--- src/rtl/quad_tx.sv ---
// ============================================================================
// quad_tx : quadrature encoder emulator, steps A/B at a programmable edge rate
// Optional abort input enabled by defining QUAD_TX_ABORT_EN.
// Revision: 1.0
// ============================================================================
`default_nettype none

module quad_tx #(
    parameter int DIV_W = 16,
    parameter int CNT_W = 8
) (
    input  logic             clk,
    input  logic             reset_n,
    input  logic [DIV_W-1:0] period,
    input  logic             req_valid,
    input  logic             req_dir,
    input  logic [CNT_W-1:0] req_steps,
`ifdef QUAD_TX_ABORT_EN
    input  logic             abort,
`endif
    output logic             req_ready,
    output logic             a,
    output logic             b,
    output logic             busy,
    output logic             done,
    output logic [CNT_W-1:0] pos
);

    typedef enum logic [0:0] {
        S_IDLE = 1'b0,
        S_RUN  = 1'b1
    } state_e;

    state_e           state_q;
    logic             dir_q;
    logic [CNT_W-1:0] rem_q;
    logic [DIV_W-1:0] per_q;
    logic [DIV_W-1:0] div_q;
    logic [1:0]       phase_q;
    logic             a_q;
    logic             b_q;
    logic             busy_q;
    logic             ready_q;
    logic             done_q;
    logic [CNT_W-1:0] pos_q;

    logic             abort_req;
    logic             tick_d;
    logic             step_done_d;
    logic [1:0]       phase_d;
    logic             a_d;
    logic             b_d;
    logic [CNT_W-1:0] pos_d;
    logic [DIV_W-1:0] per_d;

`ifdef QUAD_TX_ABORT_EN
    assign abort_req = abort;
`else
    assign abort_req = 1'b0;
`endif

    // Phase index 0..3 walks 00,10,11,01 for CW; CCW is the same walk with A/B swapped.
    always_comb begin
        tick_d      = (div_q == (per_q - DIV_W'(1)));
        phase_d     = phase_q + 2'd1;
        step_done_d = tick_d && (phase_q == 2'd3);
        a_d         = (phase_d == 2'd1) || (phase_d == 2'd2);
        b_d         = (phase_d == 2'd2) || (phase_d == 2'd3);
        if (!dir_q) begin
            a_d = (phase_d == 2'd2) || (phase_d == 2'd3);
            b_d = (phase_d == 2'd1) || (phase_d == 2'd2);
        end
        pos_d = dir_q ? (pos_q + CNT_W'(1)) : (pos_q - CNT_W'(1));
        per_d = (period == '0) ? DIV_W'(1) : period;
    end

    always_ff @(posedge clk) begin
        if (!reset_n) begin
            state_q <= S_IDLE;
            dir_q   <= 1'b0;
            rem_q   <= '0;
            per_q   <= DIV_W'(1);
            div_q   <= '0;
            phase_q <= 2'd0;
            a_q     <= 1'b0;
            b_q     <= 1'b0;
            busy_q  <= 1'b0;
            ready_q <= 1'b1;
            done_q  <= 1'b0;
            pos_q   <= '0;
        end else begin
            done_q <= 1'b0;
            case (state_q)
                S_IDLE: begin
                    if (req_valid) begin
                        dir_q   <= req_dir;
                        rem_q   <= req_steps;
                        per_q   <= per_d;
                        div_q   <= '0;
                        phase_q <= 2'd0;
                        if (req_steps == '0) begin
                            done_q <= 1'b1;
                        end else begin
                            state_q <= S_RUN;
                            busy_q  <= 1'b1;
                            ready_q <= 1'b0;
                        end
                    end
                end
                S_RUN: begin
                    // An abort lets the step in flight finish at the normal rate.
                    if (abort_req && !step_done_d) begin
                        rem_q <= CNT_W'(1);
                    end
                    if (tick_d) begin
                        div_q   <= '0;
                        phase_q <= phase_d;
                        a_q     <= a_d;
                        b_q     <= b_d;
                        if (step_done_d) begin
                            pos_q <= pos_d;
                            rem_q <= rem_q - CNT_W'(1);
                            if ((rem_q == CNT_W'(1)) || abort_req) begin
                                state_q <= S_IDLE;
                                done_q  <= 1'b1;
                                busy_q  <= 1'b0;
                                ready_q <= 1'b1;
                            end
                        end
                    end else begin
                        div_q <= div_q + DIV_W'(1);
                    end
                end
                default: begin
                    state_q <= S_IDLE;
                    busy_q  <= 1'b0;
                    ready_q <= 1'b1;
                end
            endcase
        end
    end

    assign req_ready = ready_q;
    assign a         = a_q;
    assign b         = b_q;
    assign busy      = busy_q;
    assign done      = done_q;
    assign pos       = pos_q;

endmodule

`default_nettype wire
--- config.mk ---
export PLATFORM = sky130hd
export DESIGN_NAME = quad_tx
export DESIGN_NICKNAME = d
export VERILOG_FILES = /design/src/rtl/quad_tx.sv
export SDC_FILE = /design/constraint.sdc
export NUM_CORES = 1
export LEC_CHECK = 0
export CAP_MARGIN = 20
export CORE_MARGIN = 4
export CORE_UTILIZATION = 40
export CTS_BUF_LIST = sky130_fd_sc_hd__clkbuf_4 sky130_fd_sc_hd__clkbuf_8
export CTS_CLUSTER_SIZE = 20
export DETAILED_ROUTE_END_ITERATION = 12
export PLACE_DENSITY = 0.64
export SKIP_CTS_REPAIR_TIMING = 1
export SKIP_LAST_GASP = 1
export SYNTH_ARGS = -nofsm -noshare
export SYNTH_HDL_FRONTEND = slang
export SYNTH_SLANG_ARGS = --single-unit
--- constraint.sdc ---
create_clock -name clk -period 4.2 [get_ports clk]
set_input_delay 0.84 -clock clk [delete_from_list [all_inputs] [get_ports clk]]
set_output_delay 0.84 -clock clk [all_outputs]
set_load 0.02 [all_outputs]
======== Yosys cells after proc, flatten, opt, wreduce, memory -nomap -nowiden ========
Index checks and enable logic that the tools add are counted.
word-level totals
  input port bits ......................... 28
  bits in registers ....................... 57
  output and inout port bits .............. 13
operators by class
  reductions and logical operators ........ 11
  bitwise operators ....................... 1
  multiplexer cells ....................... 38
  add/sub/neg operators ................... 6
  eq/ne operators ......................... 11
operator list
  operator                                            number
  2-to-1 mux 16 bit                                   3
  2-to-1 mux 8 bit                                    4
  one-hot mux 16 bit (2 select lines)                 1
  2-to-1 mux 1 bit                                    22
  adder 16 x 1 -> 16 bit, second input constant       1
  == test 16 bit                                      1
  logical NOT 16 bit                                  1
  one-hot mux 8 bit (2 select lines)                  1
  subtractor 16 x 1 -> 16 bit, second input constant  1
  subtractor 8 x 1 -> 8 bit, second input constant    2
  adder 8 x 1 -> 8 bit, second input constant         1
  == test 8 x 1 -> 1 bit, second input constant       1
  logical NOT 8 bit                                   1
  one-hot mux 1 bit (2 select lines)                  4
  == test 2 bit, second input constant                3
  != test 2 x 1 -> 1 bit, second input constant       3
  AND reduction 2 bit                                 3
  AND reduction 3 bit                                 2
  AND reduction 5 bit                                 1
  2-to-1 mux 2 bit                                    2
  != test 2 bit, second input constant                2
  one-hot mux 2 bit (2 select lines)                  1
  adder 2 x 1 -> 2 bit, second input constant         1
  == test 2 x 1 -> 1 bit, second input constant       1
  other kinds (3)                                     4

======== Depth between registers and ports, before layout ========
  word-level depth ........................ 6
  mapped depth ............................ 13
  depth with buffers taken out ............ 10

======== Worst setup path after synthesis ========
No wires, ideal clock.
  path kind ............................... flip-flop to flip-flop
  start point ............................. register per_q[0]
  end point ............................... register pos_q[7], in the netlist pos[7]
  clock period less this slack ............ 2928 ps
  arrival ................................. 2869 ps
  path slack .............................. 1272 ps
  required time ........................... 4141 ps
  library setup time ...................... 59 ps
  cell stages (with the launch flop) ...... 13
  cells stage by stage .................... dfxtp_1 > inv_1 > ha_1 > or4b_4 > buf_6 > o31a_1 > a2111oi_4 > nor3b_2 > nor3_2 > nand2b_1 > buf_6 > or4b_1 > nand2_1
between the ends
  cells in the longest elaborated chain, start to end .. 4
ends and longest elaborated chain
  what                                    RTL line  RTL
  from (decl)                             37        logic [DIV_W-1:0] per_q;
  from (signal assigned)                  98        per_q <= per_d;
  subtractor 16 x 1 -> 16 bit *           64        tick_d = (div_q == (per_q - DIV_W'(1)));
  == test 16 bit *                        64
  logical AND 1 bit                       66        step_done_d = tick_d && (phase_q == 2'd3);
  AND reduction 3 bit (no source line) *  --
  to (signal assigned)                    121       pos_q <= pos_d;
  to (decl)                               45        logic [CNT_W-1:0] pos_q;
Every way passes the cells marked *; elsewhere a longest branch is shown, timed or not.
A chain may end at the register's enable or synchronous reset.

======== Worst setup path in the final report ========
  start point ............................. register per_q[0]
  end point ............................... register pos_q[0], in the netlist pos[0]
Same word-level chain as after synthesis.

==> key figures <==
STA
  – Final Hold Viols: 0
  – Slew HR: a little under three fifths
  – # setup viols final: 0
  – Slew Viols, Final: 0
  – FMAX: 312 MHz
  – Slew @ Worst Pin: 0.640 ns
  – Worst hold slack: between 0.4 and 0.5 ns
  – Final setup TNS: 0 ns
  – RSZ-0062 raised after global routing: no
  – Final worst-path cycle share: 76.2%
  – Skew final: around 0.010 ns
  – Min Tclk post-route: 3.20 ns

Global route
  – Largest net degree at the start of global routing: between 50 and 60
  – Vias in the first global route: roughly 3000
  – Initial antenna violation count: 0
  – GRT Residual Overflow: 0
  – First-pass GRT wire length: 14000 um
  – Overall routing resource usage: between 10% and 20%

Layout
  – Multi-input logic area: 2180 um2
  – Fillers: about 800
  – # nets final: 505
  – Register area: 1140 um2
  – Area delta synth->final: 19.6%
  – Share of layout cells above drive strength 1: 6.60%
  – Diode count: 0

Setup path
  – Worst-path maximum fanout: 12
  – Worst reg2reg path depth: 11
  – Crit path depth: 11
  – Crit-path cells: inv_1 -> ha_1 -> or4b_4 -> o31a_1 -> a2111oi_4 -> nor3b_2 -> nor3_2 -> nand2b_1 -> buf_4 -> xnor2_1 -> and2_1
  – CP max stage cell: or4b_4
  – CP Data Arrival Time: 3.42 ns
  – Slowest stage delay, CP: 0.55 ns
  – Worst Path Buf+Inv: 2
  – Crit path kind: register to register
  – Nature of the critical path endpoint: register
  – Crit path launch type: register
  – Crit path required time: 4.42 ns
  – Delay-heaviest family, CP: simple AND/OR/NAND/NOR gates

Clock tree
  – Clk slew on worst S/H paths: 0.07 ns
  – CTS tree: built
  – Inserted Clock Buffers: 9
  – CTS root buf: clkbuf_8
  – Htree depth: 3
  – Worst-skew pair later-pin latency: between 0.3 and 0.4 ns
  – CTS sink cnt: 57
  – Clock Tree Buf Depth: 2

Synth
  – Synth Warn #: 0
  – Synth cell types: 55
  – #FFs+latches synth: 57
  – Synthesized area: 3500 um2
  – Post-synth top area share: between 30% and 40%
  – Largest cells by area after synthesis: dfxtp_1 33%, nand2_1 6.9%, mux2i_1 5.2%
  – Post-synth ARST share: 0%
  – Syn_nets: 470
  – Biggest area consumer among synthesized cells: dfxtp_1
  – Post-Syn Area per Cell: ~8.1 um2
  – Sequential area share after synthesis: around a third
  – Mapped Cells: 430
  – EDFF count, synth: 0
  – Synth Flop Type: dfxtp_1

Detailed routing
  – WL final: 8450 um
  – Wire length per cell: 14.7 um
  – Drt pass-1 iters: 4
  – Antenna Nets Post-Route: 0
  – Vias: 3223
  – Drt via density: 5.61
  – First DRT Iteration DRCs: 139
  – Residual DRC count: 0

Die
  – Core ar.: between 8000 and 9000 um2
  – Die area: 10300 um2
  – I/O Pins: 41
  – Cell Rows: 33
  – Die X: 101 um
  – Starting density of the core: 41.9%
  – Die Y-Extent: between 100 and 150 um

Power
  – PD cells: 324 nW/um2
  – Lkg Pwr: 1.62 nW
  – Total power: 1.35 mW
  – Peak supply drop: between 0.00015 and 0.0002 V

Placed design
  – IO Port Bufs: 40
  – Post-DP HPWL: 6400 um
  – RD Place Congestion: ~0.85

Min path
  – Worst hold-check path type: register to register
  – Worst Hold Depth: 2

Job
  – Max-Cap Viols: 0

Run status
  – Status: finished clean
[cell usage in the layout (no fill, tap or decap), types with 3 or more instances in the layout]
master           count
nand2_1             64
dfxtp_1             57
clkdlybuf4s50_1     40
o21ai_0             24
nor2_1              21
xnor2_1             19
inv_1               18
a21oi_1             18
nand3_1             18
mux2i_1             18
a21boi_0            16
xor2_1              12
ha_1                11
clkbuf_8            11
nor3_1              10
and3_1               9
nor2b_1              8
o211ai_1             8
nor4_1               8
a31oi_1              6
or4_1                5
nand4_1              5
a22o_1               5
a21o_1               5
buf_4                5
nand2b_1             4
a211oi_1             4
o31ai_1              3
[final timing paths]
kind	start	endpoint	slack, ns
worst max-delay path	per_q[0]	pos[0]	1.0
worst min-delay path	a	a	0.47
worst max register to register	per_q[0]	pos[0]	1.0
worst min register to register	a	a	0.47
[cell usage after synthesis (6+ instances only)]
| master | n |
|---|---|
| nor2b_1 | 8 |
| dfxtp_1 | 57 |
| mux2i_1 | 18 |
| nor4_1 | 8 |
| o21ai_0 | 24 |
| clkbuf_1 | 15 |
| o211ai_1 | 8 |
| a21boi_0 | 16 |
| a31oi_1 | 6 |
| xnor2_1 | 19 |
| and3_1 | 9 |
| nand2_1 | 64 |
| ha_1 | 11 |
| nor2_1 | 21 |
| xor2_1 | 12 |
| nand3_1 | 18 |
| a21oi_1 | 18 |
| nor3_1 | 10 |
| inv_1 | 18 |
[per-layer routing]
metal | vias to the layer above | wire [um] | GRT usage [%]
li1 | 1621 | - | -
met1 | 1517 | 3760 | 21.1
met2 | 79 | 4260 | 28.9
met3 | 6 | 362 | 4.41
met4 | 0 | 68 | 4.50
met5 | - | 0 | 0
[kinds of logic (layout without fill, tap and decap cells)]
kind of cell,count (synthesis),count (layout),synth area share [%]
and+or+nand+nor,168,168,24.3
AOI/OAI and AO/OA,103,103,20.3
DFF,57,57,32.6
buffers and inverters,40,80,5.05
xor gates and xnor gates,31,31,7.77
muxes,19,19,5.48
adders and majority gates,12,12,4.51
[through the flow]
| step | worst slack, ns | std cells | util, % | area, um2 |
|---|---|---|---|---|
| finish | 1.00 | 575 | 50.1 | 4180 |
| global placement | 0.991 | 558 | 47.4 | 3960 |
| detailed placement | 0.821 | 558 | 47.4 | 3960 |
| floorplan | 1.27 | 430 | - | 3500 |
| CTS | 0.812 | 574 | 50.0 | 4170 |
| global route | 0.776 | 575 | 50.1 | 4180 |
[worst register-to-register path: stages, from the launching register on]
cell and delay, ns:
dfxtp_1 0.35, inv_1 0.07, ha_1 0.23, or4b_4 0.55, o31a_1 0.37, a2111oi_4 0.35, nor3b_2 0.11, nor3_2 0.19
nand2b_1 0.29, buf_4 0.29, xnor2_1 0.13, and2_1 0.15
[final cells by class]
cell class / instances / area share, %
multi-input cells: 333 / 52.1
clock buffers: 12 / 3.80
flip-flops and latches: 57 / 27.3
repair buffers: 46 / 10.8
well taps: 105 / 3.14
inverters: 18 / 1.62
clock inverters: 4 / 1.23
[state kept, by name, summed over array words and instances (netlist names)]
signal     cells
rem_q          8
req_ready      1
pos            8
dir_q          1
b              1
phase_q        2
a              1
done           1
div_q         16
state_q        1
per_q         16
busy           1
[power by group]
group          internal, mW  switching, mW  total, mW
sequential            0.563         0.0310      0.594
clock                 0.313          0.221      0.534
combinational         0.104          0.123      0.227
Power figures use the tool's default switching activity.
